`src/rtl/ahb2apb_bridge_pkg.sv`:
```
// Shared AHB/APB constants, bridge FSM encoding and the APB4 strobe helper.
package ahb_apb_pkg;

  localparam logic [1:0] HTRANS_IDLE   = 2'b00;
  localparam logic [1:0] HTRANS_BUSY   = 2'b01;
  localparam logic [1:0] HTRANS_NONSEQ = 2'b10;
  localparam logic [1:0] HTRANS_SEQ    = 2'b11;

  localparam logic [2:0] HSIZE_BYTE = 3'd0;
  localparam logic [2:0] HSIZE_HALF = 3'd1;
  localparam logic [2:0] HSIZE_WORD = 3'd2;

  typedef enum logic [2:0] {
    ST_IDLE,
    ST_SETUP,
    ST_ACCESS,
    ST_DONE,
    ST_ERR1,
    ST_ERR2
  } state_t;

  // Byte lanes touched by a write; reads never assert any strobe.
  function automatic logic [3:0] strobe_for(input logic       write,
                                            input logic [2:0] size,
                                            input logic [1:0] addr_lo);
    logic [3:0] strb;
    strb = 4'b0000;
    if (write) begin
      case (size)
        HSIZE_BYTE: strb = 4'b0001 << addr_lo;
        HSIZE_HALF: strb = 4'b0011 << {addr_lo[1], 1'b0};
        default:    strb = 4'b1111;
      endcase
    end
    return strb;
  endfunction

endpackage

```
`src/rtl/ahb2apb_bridge.sv`:
```
// AHB-Lite slave to APB4 master bridge: one APB SETUP/ACCESS per AHB transfer,
// with a two-cycle ERROR response for slave errors, unmapped slots and timeouts.
module ahb2apb_bridge
  import ahb_apb_pkg::*;
#(
  parameter int NUM_SLAVES = 4,
  parameter int SEL_LSB    = 12,
  parameter int SEL_BITS   = 3,
  parameter int TIMEOUT    = 255
) (
  input  logic                    clk,
  input  logic                    rst_n,
  input  logic                    hsel,
  input  logic [31:0]             haddr,
  input  logic [1:0]              htrans,
  input  logic                    hwrite,
  input  logic [2:0]              hsize,
  input  logic [31:0]             hwdata,
  output logic [31:0]             hrdata,
  output logic                    hreadyout,
  output logic                    hresp,
  output logic [31:0]             paddr,
  output logic [NUM_SLAVES-1:0]   psel,
  output logic                    penable,
  output logic                    pwrite,
  output logic [31:0]             pwdata,
  output logic [3:0]              pstrb,
  input  logic [32*NUM_SLAVES-1:0] prdata,
  input  logic [NUM_SLAVES-1:0]   pready,
  input  logic [NUM_SLAVES-1:0]   pslverr
);

  localparam logic [7:0] TIMEOUT_CNT = 8'(TIMEOUT);

  state_t                  state_q, state_d;
  logic [7:0]              cnt_q, cnt_d;
  logic [SEL_BITS-1:0]     idx_q, idx_d;
  logic [31:0]             paddr_q, paddr_d;
  logic                    pwrite_q, pwrite_d;
  logic [3:0]              pstrb_q, pstrb_d;
  logic [31:0]             pwdata_q, pwdata_d;
  logic [31:0]             hrdata_q, hrdata_d;
  logic [NUM_SLAVES-1:0]   psel_q, psel_d;
  logic                    penable_q, penable_d;
  logic                    hreadyout_q, hreadyout_d;
  logic                    hresp_q, hresp_d;

  logic                    accept;
  logic                    legal;
  logic [SEL_BITS-1:0]     addr_idx;
  logic                    sel_ready;
  logic                    sel_err;
  logic [31:0]             sel_rdata;

  // Pick the addressed slave's response lines using the registered index.
  always_comb begin
    sel_ready = 1'b0;
    sel_err   = 1'b0;
    sel_rdata = '0;
    for (int i = 0; i < NUM_SLAVES; i++) begin
      if (idx_q == SEL_BITS'(i)) begin
        sel_ready = pready[i];
        sel_err   = pslverr[i];
        sel_rdata = prdata[32*i +: 32];
      end
    end
  end

  // Next-state logic plus the registered APB/AHB output values derived from it.
  always_comb begin
    state_d  = state_q;
    cnt_d    = cnt_q;
    idx_d    = idx_q;
    paddr_d  = paddr_q;
    pwrite_d = pwrite_q;
    pstrb_d  = pstrb_q;
    pwdata_d = pwdata_q;
    hrdata_d = hrdata_q;

    addr_idx = haddr[SEL_LSB +: SEL_BITS];
    legal    = (32'(addr_idx) < 32'(NUM_SLAVES)) && (hsize <= HSIZE_WORD);
    accept   = hsel && (htrans == HTRANS_NONSEQ || htrans == HTRANS_SEQ) && hreadyout_q &&
               (state_q == ST_IDLE || state_q == ST_DONE);

    case (state_q)
      ST_IDLE, ST_DONE: begin
        state_d = ST_IDLE;
        if (accept) begin
          if (legal) begin
            state_d  = ST_SETUP;
            cnt_d    = '0;
            idx_d    = addr_idx;
            paddr_d  = haddr;
            pwrite_d = hwrite;
            pstrb_d  = strobe_for(hwrite, hsize, haddr[1:0]);
          end else begin
            state_d = ST_ERR1;
          end
        end
      end
      ST_SETUP: begin
        pwdata_d = hwdata;
        state_d  = ST_ACCESS;
      end
      ST_ACCESS: begin
        cnt_d = cnt_q + 8'd1;
        if (sel_ready) begin
          if (sel_err) begin
            state_d = ST_ERR1;
          end else begin
            state_d = ST_DONE;
            if (!pwrite_q) hrdata_d = sel_rdata;
          end
        end else if (cnt_q + 8'd1 == TIMEOUT_CNT) begin
          state_d = ST_ERR1;
        end
      end
      ST_ERR1: state_d = ST_ERR2;
      ST_ERR2: state_d = ST_IDLE;
      default: state_d = ST_IDLE;
    endcase

    psel_d = '0;
    if (state_d == ST_SETUP || state_d == ST_ACCESS) begin
      for (int i = 0; i < NUM_SLAVES; i++) begin
        psel_d[i] = (idx_d == SEL_BITS'(i));
      end
    end
    penable_d   = (state_d == ST_ACCESS);
    hreadyout_d = (state_d == ST_IDLE) || (state_d == ST_DONE) || (state_d == ST_ERR2);
    hresp_d     = (state_d == ST_ERR1) || (state_d == ST_ERR2);
  end

  // All bridge state and outputs, cleared by the synchronous reset.
  always_ff @(posedge clk) begin
    if (!rst_n) begin
      state_q     <= ST_IDLE;
      cnt_q       <= '0;
      idx_q       <= '0;
      paddr_q     <= '0;
      pwrite_q    <= 1'b0;
      pstrb_q     <= '0;
      pwdata_q    <= '0;
      hrdata_q    <= '0;
      psel_q      <= '0;
      penable_q   <= 1'b0;
      hreadyout_q <= 1'b1;
      hresp_q     <= 1'b0;
    end else begin
      state_q     <= state_d;
      cnt_q       <= cnt_d;
      idx_q       <= idx_d;
      paddr_q     <= paddr_d;
      pwrite_q    <= pwrite_d;
      pstrb_q     <= pstrb_d;
      pwdata_q    <= pwdata_d;
      hrdata_q    <= hrdata_d;
      psel_q      <= psel_d;
      penable_q   <= penable_d;
      hreadyout_q <= hreadyout_d;
      hresp_q     <= hresp_d;
    end
  end

  assign hrdata    = hrdata_q;
  assign hreadyout = hreadyout_q;
  assign hresp     = hresp_q;
  assign paddr     = paddr_q;
  assign psel      = psel_q;
  assign penable   = penable_q;
  assign pwrite    = pwrite_q;
  assign pwdata    = pwdata_q;
  assign pstrb     = pstrb_q;

endmodule

```
`config.mk`:
```
export PLATFORM = sky130hd
export DESIGN_NAME = ahb2apb_bridge
export DESIGN_NICKNAME = d
export VERILOG_FILES = /design/src/rtl/ahb2apb_bridge_pkg.sv /design/src/rtl/ahb2apb_bridge.sv
export SDC_FILE = /design/constraint.sdc
export NUM_CORES = 1
export LEC_CHECK = 0
export BUFFER_PORTS_ARGS = -buffer_cell sky130_fd_sc_hd__clkbuf_2
export CELL_PAD_IN_SITES_DETAIL_PLACEMENT = 1
export CELL_PAD_IN_SITES_GLOBAL_PLACEMENT = 1
export CORE_MARGIN = 4
export CORE_UTILIZATION = 34
export DETAILED_ROUTE_END_ITERATION = 12
export MAX_ROUTING_LAYER = met4
export PLACE_DENSITY = 0.85
export SLEW_MARGIN = 20
export SYNTH_ARGS = -nofsm -noshare
export SYNTH_HDL_FRONTEND = slang
export SYNTH_SLANG_ARGS = --single-unit
```
`constraint.sdc`:
```
create_clock -name clk -period 3.2 [get_ports clk]
set_input_delay 0.64 -clock clk [delete_from_list [all_inputs] [get_ports clk]]
set_output_delay 0.64 -clock clk [all_outputs]
set_load 0.005 [all_outputs]
```
=== Yosys cells after proc, flatten, opt, wreduce, memory -nomap -nowiden ===
Cells that the tools add are included.

* Flip-flop bits (word level): 122
* Bits in latches: 0
* Memory bits (writable): 0
* Memory bits (read-only): 0
* Bits of input ports: 209
* Output and inout port bits: 108
* Logic and storage cells: 87
* Memories: 0

* Add/subtract/negate cells: 1
* Multiply operators: 0
* Div/mod/pow operators: 0
* $lt $le $gt $ge: 2
* Eq/ne operators: 21
* Shift-type cells: 2
* Multiplexer cells: 26
* Bitwise logic cells: 2
* Reduce and logical (&&, ||, !) cells: 21

{| class="wikitable"
|+ Operators by type and width
! operator !! count
|-
| $mux 32 || 4
|-
| $eq 3x2->1 const B || 8
|-
| $mux 3 || 8
|-
| $mux 8 || 2
|-
| $pmux 8 s2 || 1
|-
| $eq 3x1->1 const B || 5
|-
| $logic_not 3->1 || 5
|-
| $pmux 3 s4 || 1
|-
| $eq 3x3->1 const B || 3
|-
| $add 8x1->8 const B || 1
|-
| $eq 8x8->1 const B || 1
|-
| $mux 1 || 8
|-
| $pmux 4 s2 || 1
|-
| $logic_or 1x1->1 || 6
|-
| $reduce_and 3->1 || 2
|-
| $eq 2x2->1 const B || 2
|-
| $logic_and 1x1->1 || 4
|-
| $mux 4 || 1
|-
| $ne 2x2->1 const B || 2
|-
| $reduce_and 4->1 || 1
|-
| $shl 1x2->4 const A || 1
|-
| $shl 2x2->4 const A || 1
|-
| $le 3x2->1 const B || 1
|-
| $lt 3x3->1 const B || 1
|-
| 4 further kinds || 5
|}

=== Logic depth before layout (Yosys ltp) ===
Gate-level depths: netlist of the first run.

* Depth after elaboration: 11
* Gate-level depth with buffers: 8
* Gate-level depth less buffers: 6

=== Least setup slack after synthesis of the first run ===
No wires, ideal clock.

* Path type: in2reg
* Start point: input port hsize[1]
* End point: register psel_q[1], in the netlist psel[1]
* Setup time: 86 ps
* Arrival time: 1967 ps
* Required time: 3114 ps
* Slack: 1147 ps
* Stages: 6
* Buffers on the path: 2
* Path through: a211oi_1 -> and3_1 -> clkbuf_1 -> clkbuf_1 -> a31oi_1 -> a211oi_1

* Cells in the longest elaborated chain, start to end: 8
* Elaborated cells on any way between the ends: 13
* Those cells by class: 1 x order compare; 3 x eq/ne; 6 x mux; 3 x reduce/logical

{| class="wikitable"
|+ RTL lines
! element !! line !! text
|-
| from (decl) || ahb2apb_bridge.sv:17 || <nowiki>input logic [2:0] hsize,</nowiki>
|-
| $le 3x2->1 (*) || ahb2apb_bridge.sv:81 || <nowiki>legal = (32'(addr_idx) < 32'(NUM_SLAVES)) && (hsize <= HSIZE_WORD);</nowiki>
|-
| $logic_and 1x1->1 (*) || ahb2apb_bridge.sv:81 ||
|-
| $mux 3 || ahb2apb_bridge.sv:89 || <nowiki>if (legal) begin</nowiki>
|-
| $mux 3 || ahb2apb_bridge.sv:88 || <nowiki>if (accept) begin</nowiki>
|-
| $pmux 3 s4 || ahb2apb_bridge.sv:85 || <nowiki>case (state_q)</nowiki>
|-
| $eq 3x1->1 or $eq 3x2->1 (tied branches) || ahb2apb_bridge.sv:124 || <nowiki>if (state_d == ST_SETUP || state_d == ST_ACCESS) begin</nowiki>
|-
| $logic_or 1x1->1 || ahb2apb_bridge.sv:124 ||
|-
| $reduce_and 2->1 (no source line) || n/a ||
|-
| to (signal assigned) || ahb2apb_bridge.sv:158 || <nowiki>psel_q <= psel_d;</nowiki>
|-
| to (decl) || ahb2apb_bridge.sv:43 || <nowiki>logic [NUM_SLAVES-1:0] psel_q, psel_d;</nowiki>
|}

Every way passes the cells marked *; elsewhere a longest branch is shown, timed or not.
A chain may end at the register's enable or synchronous reset.

=== Worst setup path in the final report of the first run ===
* Start point: register idx_q[1]
* End point: register hrdata_q[6], in the netlist hrdata[6]

* Cells in the longest elaborated chain, start to end: 7
* Elaborated cells on any way between the ends: 18
* Those cells by class: 3 x eq/ne; 12 x mux; 1 x bitwise; 2 x reduce/logical

{| class="wikitable"
|+ RTL lines
! element !! line !! text
|-
| from (decl) || ahb2apb_bridge.sv:37 || <nowiki>logic [SEL_BITS-1:0] idx_q, idx_d;</nowiki>
|-
| from (signal assigned) || ahb2apb_bridge.sv:152 || <nowiki>idx_q <= idx_d;</nowiki>
|-
| $logic_not 3->1 || ahb2apb_bridge.sv:61 || <nowiki>if (idx_q == SEL_BITS'(i)) begin</nowiki>
|-
| $mux 1 (4 in a row) || ahb2apb_bridge.sv:61 ||
|-
| $not 1->1 (no source line) || n/a ||
|-
| $reduce_and 4->1 (no source line) || n/a ||
|-
| to (signal assigned) || ahb2apb_bridge.sv:157 || <nowiki>hrdata_q <= hrdata_d;</nowiki>
|-
| to (decl) || ahb2apb_bridge.sv:42 || <nowiki>logic [31:0] hrdata_q, hrdata_d;</nowiki>
|}

Several ways; a longest one is shown, not always the timed one.

==> results of run 1 <==
==> logic make-up after synthesis <==
logic type               Yosys count
buffers and inverters             55
AO/OA/AOI/OAI                    151
XOR/XNOR                           4
multiplexers                      35
flip-flops                       122
AND/OR/NAND/NOR                  272
adder cells (fa/ha/maj)            2
==> critical path, stage by stage (launching register included) <==
cell and delay [ns]:
dfxtp_2 0.74, mux2i_1 0.34, o22a_1 0.32, a211o_2 0.77
nand2_1 0.17, a21boi_1 0.21
==> state kept, by name (all words and copies together) (netlist names) <==
register and count:
state_q 3, paddr 32, pwdata 32, pwrite 1
psel 4, pstrb 4, penable 1, hresp 1
hrdata 32, hreadyout 1, idx_q 3, cnt_q 8
==> power breakdown <==
part	internal [uW]	leakage (uW)	switching [uW]
clock	1410	0.000317	731
sequential	1570	0.000986	33.5
combinational	235	0.00220	226
==> stage by stage <==
step           cells   util  total power [uW]  setup slack [ns]
6_report        1176  0.493              4200             0.535
5_1_grt         1175  0.493              4380             0.321
4_1_cts         1172  0.493              4260             0.517
3_5_place_dp    1140  0.453              2100             0.600
3_3_place_gp    1140  0.453              2080             0.626
2_1_floorplan    641      -              1850              1.15
==> metal layers <==
layer / vias to the layer above / share of wire / track usage
met5: - / 0 / -
met4: 0 / 0.023 / 0.0819
met2: 226 / 0.52 / 0.414
met3: 30 / 0.064 / 0.0648
met1: 2834 / 0.39 / 0.246
li1: 2839 / - / -
==> final timing paths <==
| path | startpoint | to | slack (ns) | cells past startpoint |
|---|---|---|---|---|
| setup / recovery | idx_q[1] | hrdata[6] | 0.53 | 5 |
| hold / removal | haddr[6] | paddr[6] | 0.44 | 3 |
| setup reg to reg | idx_q[1] | hrdata[6] | 0.53 | 5 |
| hold reg to reg | paddr[6] | paddr[6] | 0.45 | 2 |
==> placed cells by master (no fill, tap or decap), types with 5 or more instances in the layout <==
| master | netlist | final |
|---|---|---|
| nor3_1 | 7 | 7 |
| a21boi_0 | 37 | 37 |
| a21boi_1 | 67 | 67 |
| dfxtp_1 | 122 | 120 |
| clkbuf_16 | 0 | 17 |
| bufinv_16 | 0 | 5 |
| nor2_1 | 17 | 16 |
| nor2b_1 | 6 | 6 |
| and3_1 | 5 | 5 |
| inv_1 | 7 | 7 |
| mux4_2 | 32 | 32 |
| nand3b_1 | 35 | 35 |
| nand2_1 | 182 | 182 |
| nand3_1 | 6 | 5 |
| clkbuf_2 | 0 | 314 |
| o21ai_0 | 11 | 11 |
| buf_4 | 0 | 12 |
| a211oi_1 | 5 | 5 |
| a31oi_1 | 6 | 6 |
==> area by class of cell <==
class / instances / area share
Clock inverter: 14 / 0.0266
Inverter: 7 / 0.00319
Tap cell: 220 / 0.0334
Antenna cell: 4 / 0.00122
Timing Repair Buffer: 327 / 0.202
Sequential cell: 122 / 0.297
Clock buffer: 18 / 0.0533
Multi-Input combinational cell: 464 / 0.383
==> results.tsv, run 1 <==
stage	metric	value	unit
layout	nNetsFinal	1150	
detailed_routing	dr.first_iter.drc_count	262	
flow_run	drv_cap	0	
synthesis	yosys_most_used_dff	dfxtp_1	
sta	final_hold_viol_count	0	
critical_path	worstPathMaxFanout	64	
power_and_ir_drop	ir_drop	0.372	mV
floorplan	die_w	139	um
sta	relSlewSlack	0.378	
synthesis	ys_seq_area_frac	0.419	
detailed_routing	routedWlPerCell	19.0	um
grt	grt-ovfl-total	0	
sta	rsz0062_at_grt	false	
placed_design	finalWeightedCongestion	0.926	
hold_path	holdCritPathClass	primary input to flip-flop	
floorplan	row_count	47	
placed_design	port_buffers	315	
layout	fillCellCount	2053	
clocking	cts.sinks	122	
grt	grt_antenna_before_repair	3	
layout	drive_above_1_share	0.418	
clocking	cts_resized	0	
critical_path	endpoint_kind	flip-flop	
synthesis	synth_common_cells	nand2_1 (182), dfxtp_1 (122), a21boi_1 (67)	
floorplan	pin_count	317	
detailed_routing	wirelength	22400	um
sta	skew	0.00685	ns
run_status	outcome	finished, final reports clean	
floorplan	die_h	139	um
synthesis	synth_top_family_by_area	simple AND/OR/NAND/NOR gates	
detailed_routing	drc	0	
sta	final.period_utilization	0.833	
sta	fin_tns_setup	0	ns
critical_path	worstSetupPathType	flip-flop to flip-flop	
layout	multiInputGateArea	3160	um2
power_and_ir_drop	cellLeakagePower	0.00350	uW
synthesis	netlist_area	5830	um2
synthesis	synth_edf_count	0	
sta	fin_crit	2.67	ns
synthesis	async_flop_share	0	
grt	grt_max_degree	65	
critical_path	cp.arrival	3.00	ns
sta	holdWs	0.445	ns
detailed_routing	dr.pass1.iters	4	
placed_design	place_area	7570	um2
grt	first_global_vias	6319	
synthesis	netlist.area_leader.share	0.419	
clocking	cts_tree	built	
layout	syn2layout_area_growth	41.3	%
critical_path	critPathLaunchType	flip-flop	
synthesis	synth_nets	852	
layout	stdcell_area	8240	um2
synthesis	yosysMostFrequentCell	nand2_1	
sta	maxSlewViolCount	0	
clocking	cts_max_path_buffers	2	
critical_path	critical_path_required	3.53	ns
clocking	cts_buffers	17	
sta	fmax	0.375	GHz
clocking	clkLatencyLatePin	0.41	ns
grt	track_usage	0.232	
synthesis	synthDistinctLibCells	42	
synthesis	synthMuxAreaShare	0.129	
floorplan	initial_core_util	0.349	
synthesis	synth-compound-area-share	0.187	
detailed_routing	vias	5929	
power_and_ir_drop	cellPowerDensity	510	nW/um2
synthesis	synth-xor-area-share	0.00601	
synthesis	synthSimpleGateAreaFrac	0.214	
clocking	path_clk_slew	0.06	ns
clocking	ctsRootBufferMaster	clkbuf_16	
grt	grt_pass1_wl	34400	um
synthesis	ys_seq_elements	122	
detailed_routing	ant_nets	0	
detailed_routing	viasPerCell	5.04	
floorplan	die-area	19300	um2
synthesis	yosysWarnings	0	
sta	worst_pin_slew	0.932	ns
layout	ff_latch_area	2440	um2
clocking	htreeDepth	4	
placed_design	hpwlAfterDp	17000	um
synthesis	synth_cells	641	
synthesis	synth_fa_ha_area_frac	0.00429	
clocking	postCtsSetupBuffers	0	
floorplan	core_area	16700	um2
synthesis	yosys.area.top_type	dfxtp_1	
synthesis	yosys-top-cells-area	dfxtp_1 (42%), mux4_2 (12%), nand2_1 (12%)	
synthesis	syn_area_per_cell	9.10	um2
clocking	hold_buffers	0	
sta	setup_viol	0	
Note: power is estimated with default switching activity, not from simulation.
==> run 2, diff against run 1 <==
Settings changed: CORE_UTILIZATION 34 to 29, PLACE_DENSITY 0.85 to 0.77.
Clock period 3.2 ns to 2.45 ns, I/O delays scaled along.
==> results.tsv, run 2 (synthesized netlist as in run 1, its figures left out) <==
stage	metric	value	unit
hold_path	holdCritPathClass	primary input to flip-flop	
placed_design	hpwlAfterDp	16700	um
detailed_routing	drc	0	
floorplan	initial_core_util	0.298	
detailed_routing	dr.first_iter.drc_count	146	
layout	fin_util	0.421	
hold_path	holdPathEnd	paddr[21]	
floorplan	die-area	22400	um2
floorplan	row_count	51	
sta	setup_viol	0	
power_and_ir_drop	combinationalPowerShare	0.117	
floorplan	pin_count	317	
layout	nNetsFinal	1152	
layout	mostFrequentLayoutCell	clkbuf_2	
critical_path	critical_path_required	2.79	ns
layout	drive_above_1_share	0.417	
placed_design	port_buffers	315	
hold_path	hp-start	haddr[21]	
sta	final.period_utilization	0.918	
detailed_routing	routedWlPerCell	17.5	um
sta	fin_crit	2.25	ns
layout	fillCellCount	2414	
critical_path	r2r_cells	6	
detailed_routing	ant_nets	0	
critical_path	cp.arrival	2.58	ns
detailed_routing	vias	5868	
critical_path	endpoint_kind	flip-flop	
sta	fin_tns_setup	0	ns
power_and_ir_drop	p_total	5190	uW
sta	fmax	0.445	GHz
clocking	cts_tree	built	
power_and_ir_drop	p_seq_frac	0.402	
placed_design	dp_cells	1187	
power_and_ir_drop	cellPowerDensity	629	nW/um2
power_and_ir_drop	cellLeakagePower	0.00348	uW
clocking	htreeDepth	4	
clocking	path_clk_slew	0.06	ns
layout	final_cell_mix	clkbuf_2 (314), nand2_1 (182), dfxtp_1 (120), a21boi_1 (67), a21boi_0 (37)	
sta	relSlewSlack	0.590	
detailed_routing	viasPerCell	4.80	
placed_design	finalWeightedCongestion	0.819	
run_status	outcome	finished, final reports clean	
critical_path	worstSetupPathType	flip-flop to flip-flop	
critical_path	critPathLaunchType	flip-flop	
critical_path	worstPathMaxFanout	64	
power_and_ir_drop	clkPwrFrac	0.481	
clocking	cts_buffers	17	
grt	first_global_vias	6210	
power_and_ir_drop	swShare	0.250	
power_and_ir_drop	p_switching	1300	uW
detailed_routing	wirelength	21400	um
flow_run	drv_cap	0	
detailed_routing	dr.pass1.iters	4	
sta	rsz0062_at_grt	false	
grt	grt-ovfl-total	0	
layout	stdcell_count	1223	
power_and_ir_drop	ir_drop	0.439	mV
grt	grt_max_degree	65	
clocking	clkLatencyLatePin	0.41	ns
critical_path	worstReg2RegEnd	hrdata[0]	
power_and_ir_drop	p_int	3890	uW
grt	track_usage	0.192	
sta	final_hold_viol_count	0	
floorplan	die_w	150	um
layout	syn2layout_area_growth	41.4	%
clocking	cts_max_path_buffers	2	
grt	grt_pass1_wl	32600	um
clocking	hold_buffers	0	
sta	maxSlewViolCount	0	
sta	skew	0.0130	ns
clocking	cts.sinks	122	
sta	worst_pin_slew	0.616	ns
grt	grt_antenna_before_repair	2	
floorplan	die_h	150	um
critical_path	r2r_slack	0.20	ns
clocking	ctsRootBufferMaster	clkbuf_16	
critical_path	r2r-start	state_q[1]	
hold_path	holdPathStages	3	
floorplan	core_area	19600	um2
-- run 2: power groups by stage --
| stage | combinational, uW | clock [uW] | sequential [uW] |
|---|---|---|---|
| 2_1_floorplan | 285 | 0 | 2130 |
| 3_3_place_gp | 601 | 0 | 2130 |
| 3_5_place_dp | 613 | 0 | 2130 |
| 4_1_cts | 616 | 2580 | 2090 |
| 5_1_grt | 675 | 2670 | 2090 |
| 6_report | 605 | 2490 | 2090 |
-- run 2: critical path: stages (launching register included) --
cell and delay (ns):
dfxtp_1 0.44, or3b_4 0.50, a311o_1 0.35, a211o_1 0.24, buf_6 0.23, nand3b_1 0.22, a21boi_1 0.17
-- run 2: area by class of cell --
cell class                 instances  area (um2)  area share
sequential                       122        2440       0.297
antenna                            4        10.0     0.00121
inverter                           7        26.3     0.00319
multi-input combinational        464        3150       0.382
clock inverter                    14         146      0.0178
clock buffer                      18         439      0.0533
tap                              265         332      0.0402
timing repair buffer             329        1700       0.206
-- run 2: worst max-delay path by stage --
stage                     startpoint    endpoint  cells after the start  slack, ns
after global routing      state_q[1]  hrdata[28]                      6       0.08
after detailed placement  state_q[1]   hrdata[2]                      6       0.17
after global placement    state_q[1]   hrdata[1]                      6       0.23
after CTS                 state_q[1]  hrdata[28]                      6       0.14
after floorplan             idx_q[0]   hrdata[0]                      5       0.55
final                     state_q[1]   hrdata[0]                      6       0.20
-- run 2: per-layer routing --
metal	track usage	part of all wire	vias to the layer above
li1	-	-	2844
met1	0.207	0.39	2755
met2	0.330	0.50	241
met3	0.0654	0.083	28
met4	0.0650	0.024	0
met5	-	0	-
-- run 2: what timing repair did --
action	4_1_cts	5_1_grt
setup buffers	0	0
resized for setup	0	1
endpoints found under the setup margin	0	2
-- run 2: per-stage QoR --
stage	instance area, um2	worst slack [ns]	hold slack, ns
detailed placement	7650	0.172	0.445
global placement	7650	0.235	0.438
floorplan	5830	0.545	0.447
finish	8250	0.202	0.297
global route	8240	0.0774	0.279
CTS	8230	0.137	0.274
==> run 3, diff against run 2 <==
Settings changed: PLACE_DENSITY 0.77 to 0.79.
==> results.tsv, run 3 (synthesized netlist as in run 1, its figures left out) <==
stage	metric	value	unit
sta	fmax	0.436	GHz
layout	mostFrequentLayoutCell	clkbuf_2	
layout	n_antenna_cell	0	
critical_path	critPathLaunchType	flip-flop	
floorplan	row_count	51	
power_and_ir_drop	p_switching	1250	uW
power_and_ir_drop	swShare	0.237	
floorplan	initial_core_util	0.298	
grt	track_usage	0.187	
clocking	cts_tree	built	
sta	setup_viol	0	
detailed_routing	viasPerCell	4.75	
flow_run	drv_cap	0	
power_and_ir_drop	ir_drop	0.458	mV
placed_design	hpwlAfterDp	16200	um
layout	syn2layout_area_growth	41.5	%
sta	skew	0.00725	ns
placed_design	port_buffers	315	
detailed_routing	wirelength	20900	um
clocking	cts_max_path_buffers	2	
detailed_routing	dr.pass1.iters	4	
critical_path	cp.arrival	2.62	ns
critical_path	worstPathMaxFanout	64	
clocking	cts_resized	0	
clocking	ctsRootBufferMaster	clkbuf_16	
grt	grt-ovfl-total	0	
sta	worst_pin_slew	0.601	ns
sta	fin_crit	2.29	ns
power_and_ir_drop	clkPwrFrac	0.487	
layout	nNetsFinal	1153	
grt	grt_max_degree	65	
hold_path	holdCritPathClass	primary input to flip-flop	
sta	final.period_utilization	0.936	
layout	final_cell_mix	clkbuf_2 (314), nand2_1 (182), dfxtp_1 (120), a21boi_1 (67), a21boi_0 (37)	
clocking	htreeDepth	4	
critical_path	endpoint_kind	flip-flop	
power_and_ir_drop	p_seq_frac	0.397	
sta	maxSlewViolCount	0	
sta	final_hold_viol_count	0	
detailed_routing	drc	0	
placed_design	finalWeightedCongestion	0.826	
grt	first_global_vias	6031	
sta	rsz0062_at_grt	false	
power_and_ir_drop	cellPowerDensity	637	nW/um2
run_status	outcome	finished, final reports clean	
clocking	hold_buffers	0	
layout	fillCellCount	2403	
detailed_routing	routedWlPerCell	17.2	um
detailed_routing	ant_nets	0	
clocking	cts_buffers	17	
critical_path	worstSetupPathType	flip-flop to flip-flop	
critical_path	critical_path_required	2.77	ns
clocking	path_clk_slew	0.06	ns
clocking	cts.sinks	122	
clocking	clkLatencyLatePin	0.41	ns
sta	relSlewSlack	0.599	
floorplan	core_area	19600	um2
sta	holdWs	0.298	ns
power_and_ir_drop	combinationalPowerShare	0.116	
sta	fin_tns_setup	0	ns
grt	grt_antenna_before_repair	0	
floorplan	die_h	150	um
power_and_ir_drop	cellLeakagePower	0.00349	uW
detailed_routing	dr.first_iter.drc_count	195	
floorplan	die-area	22400	um2
power_and_ir_drop	p_total	5250	uW
floorplan	pin_count	317	
clocking	postCtsSetupBuffers	0	
grt	grt_pass1_wl	31700	um
floorplan	die_w	150	um
layout	drive_above_1_share	0.418	
detailed_routing	vias	5789	
power_and_ir_drop	p_int	4010	uW
## run 3: layout make-up
type,count,area (um2),share of cell area
clock buffer,20,457,0.0554
clock inverter,12,146,0.0177
inverter,7,26.3,0.00319
multi-input combinational,464,3150,0.382
sequential,122,2440,0.296
tap,265,332,0.0402
timing repair buffer,330,1690,0.205
## run 3: metal layers
layer	track usage	wire (um)	up-vias	share of wire
met5	-	0	-	0
met4	0.0508	366	0	0.017
met3	0.0675	1870	21	0.089
met2	0.343	10900	213	0.52
met1	0.188	7770	2712	0.37
li1	-	-	2843	-
## run 3: worst paths after layout
| check | endpoint | slack (ns) | from | depth (start not counted) |
|---|---|---|---|---|
| min reg2reg | pstrb[3] | 0.45 | pstrb[3] | 2 |
| max | hrdata[22] | 0.16 | state_q[1] | 6 |
| min | paddr[2] | 0.30 | haddr[2] | 3 |
| max reg2reg | hrdata[22] | 0.16 | state_q[1] | 6 |
## run 3: worst max-delay path: stages (launching register included)
cell	delay, ns
dfxtp_1	0.43
or3b_4	0.51
a311o_1	0.35
a211o_1	0.23
buf_4	0.28
nand3b_1	0.23
a21boi_1	0.16
## run 3: power by group through the flow
stage | Combinational [uW] | Clock [uW] | Sequential (uW)
final | 607 | 2560 | 2090
after global routing | 675 | 2730 | 2100
after CTS | 619 | 2630 | 2090
after detailed placement | 615 | 0 | 2130
after global placement | 603 | 0 | 2130
after floorplan | 285 | 0 | 2130
## run 3: through the flow
step            util  cells  setup WS [ns]  instance area, um2
2_1_floorplan      -    641          0.545                5830
3_3_place_gp   0.390   1188          0.242                7650
3_5_place_dp   0.390   1188          0.185                7650
4_1_cts        0.421   1220          0.150                8250
5_1_grt        0.421   1220         0.0240                8250
6_report       0.421   1220          0.156                8250
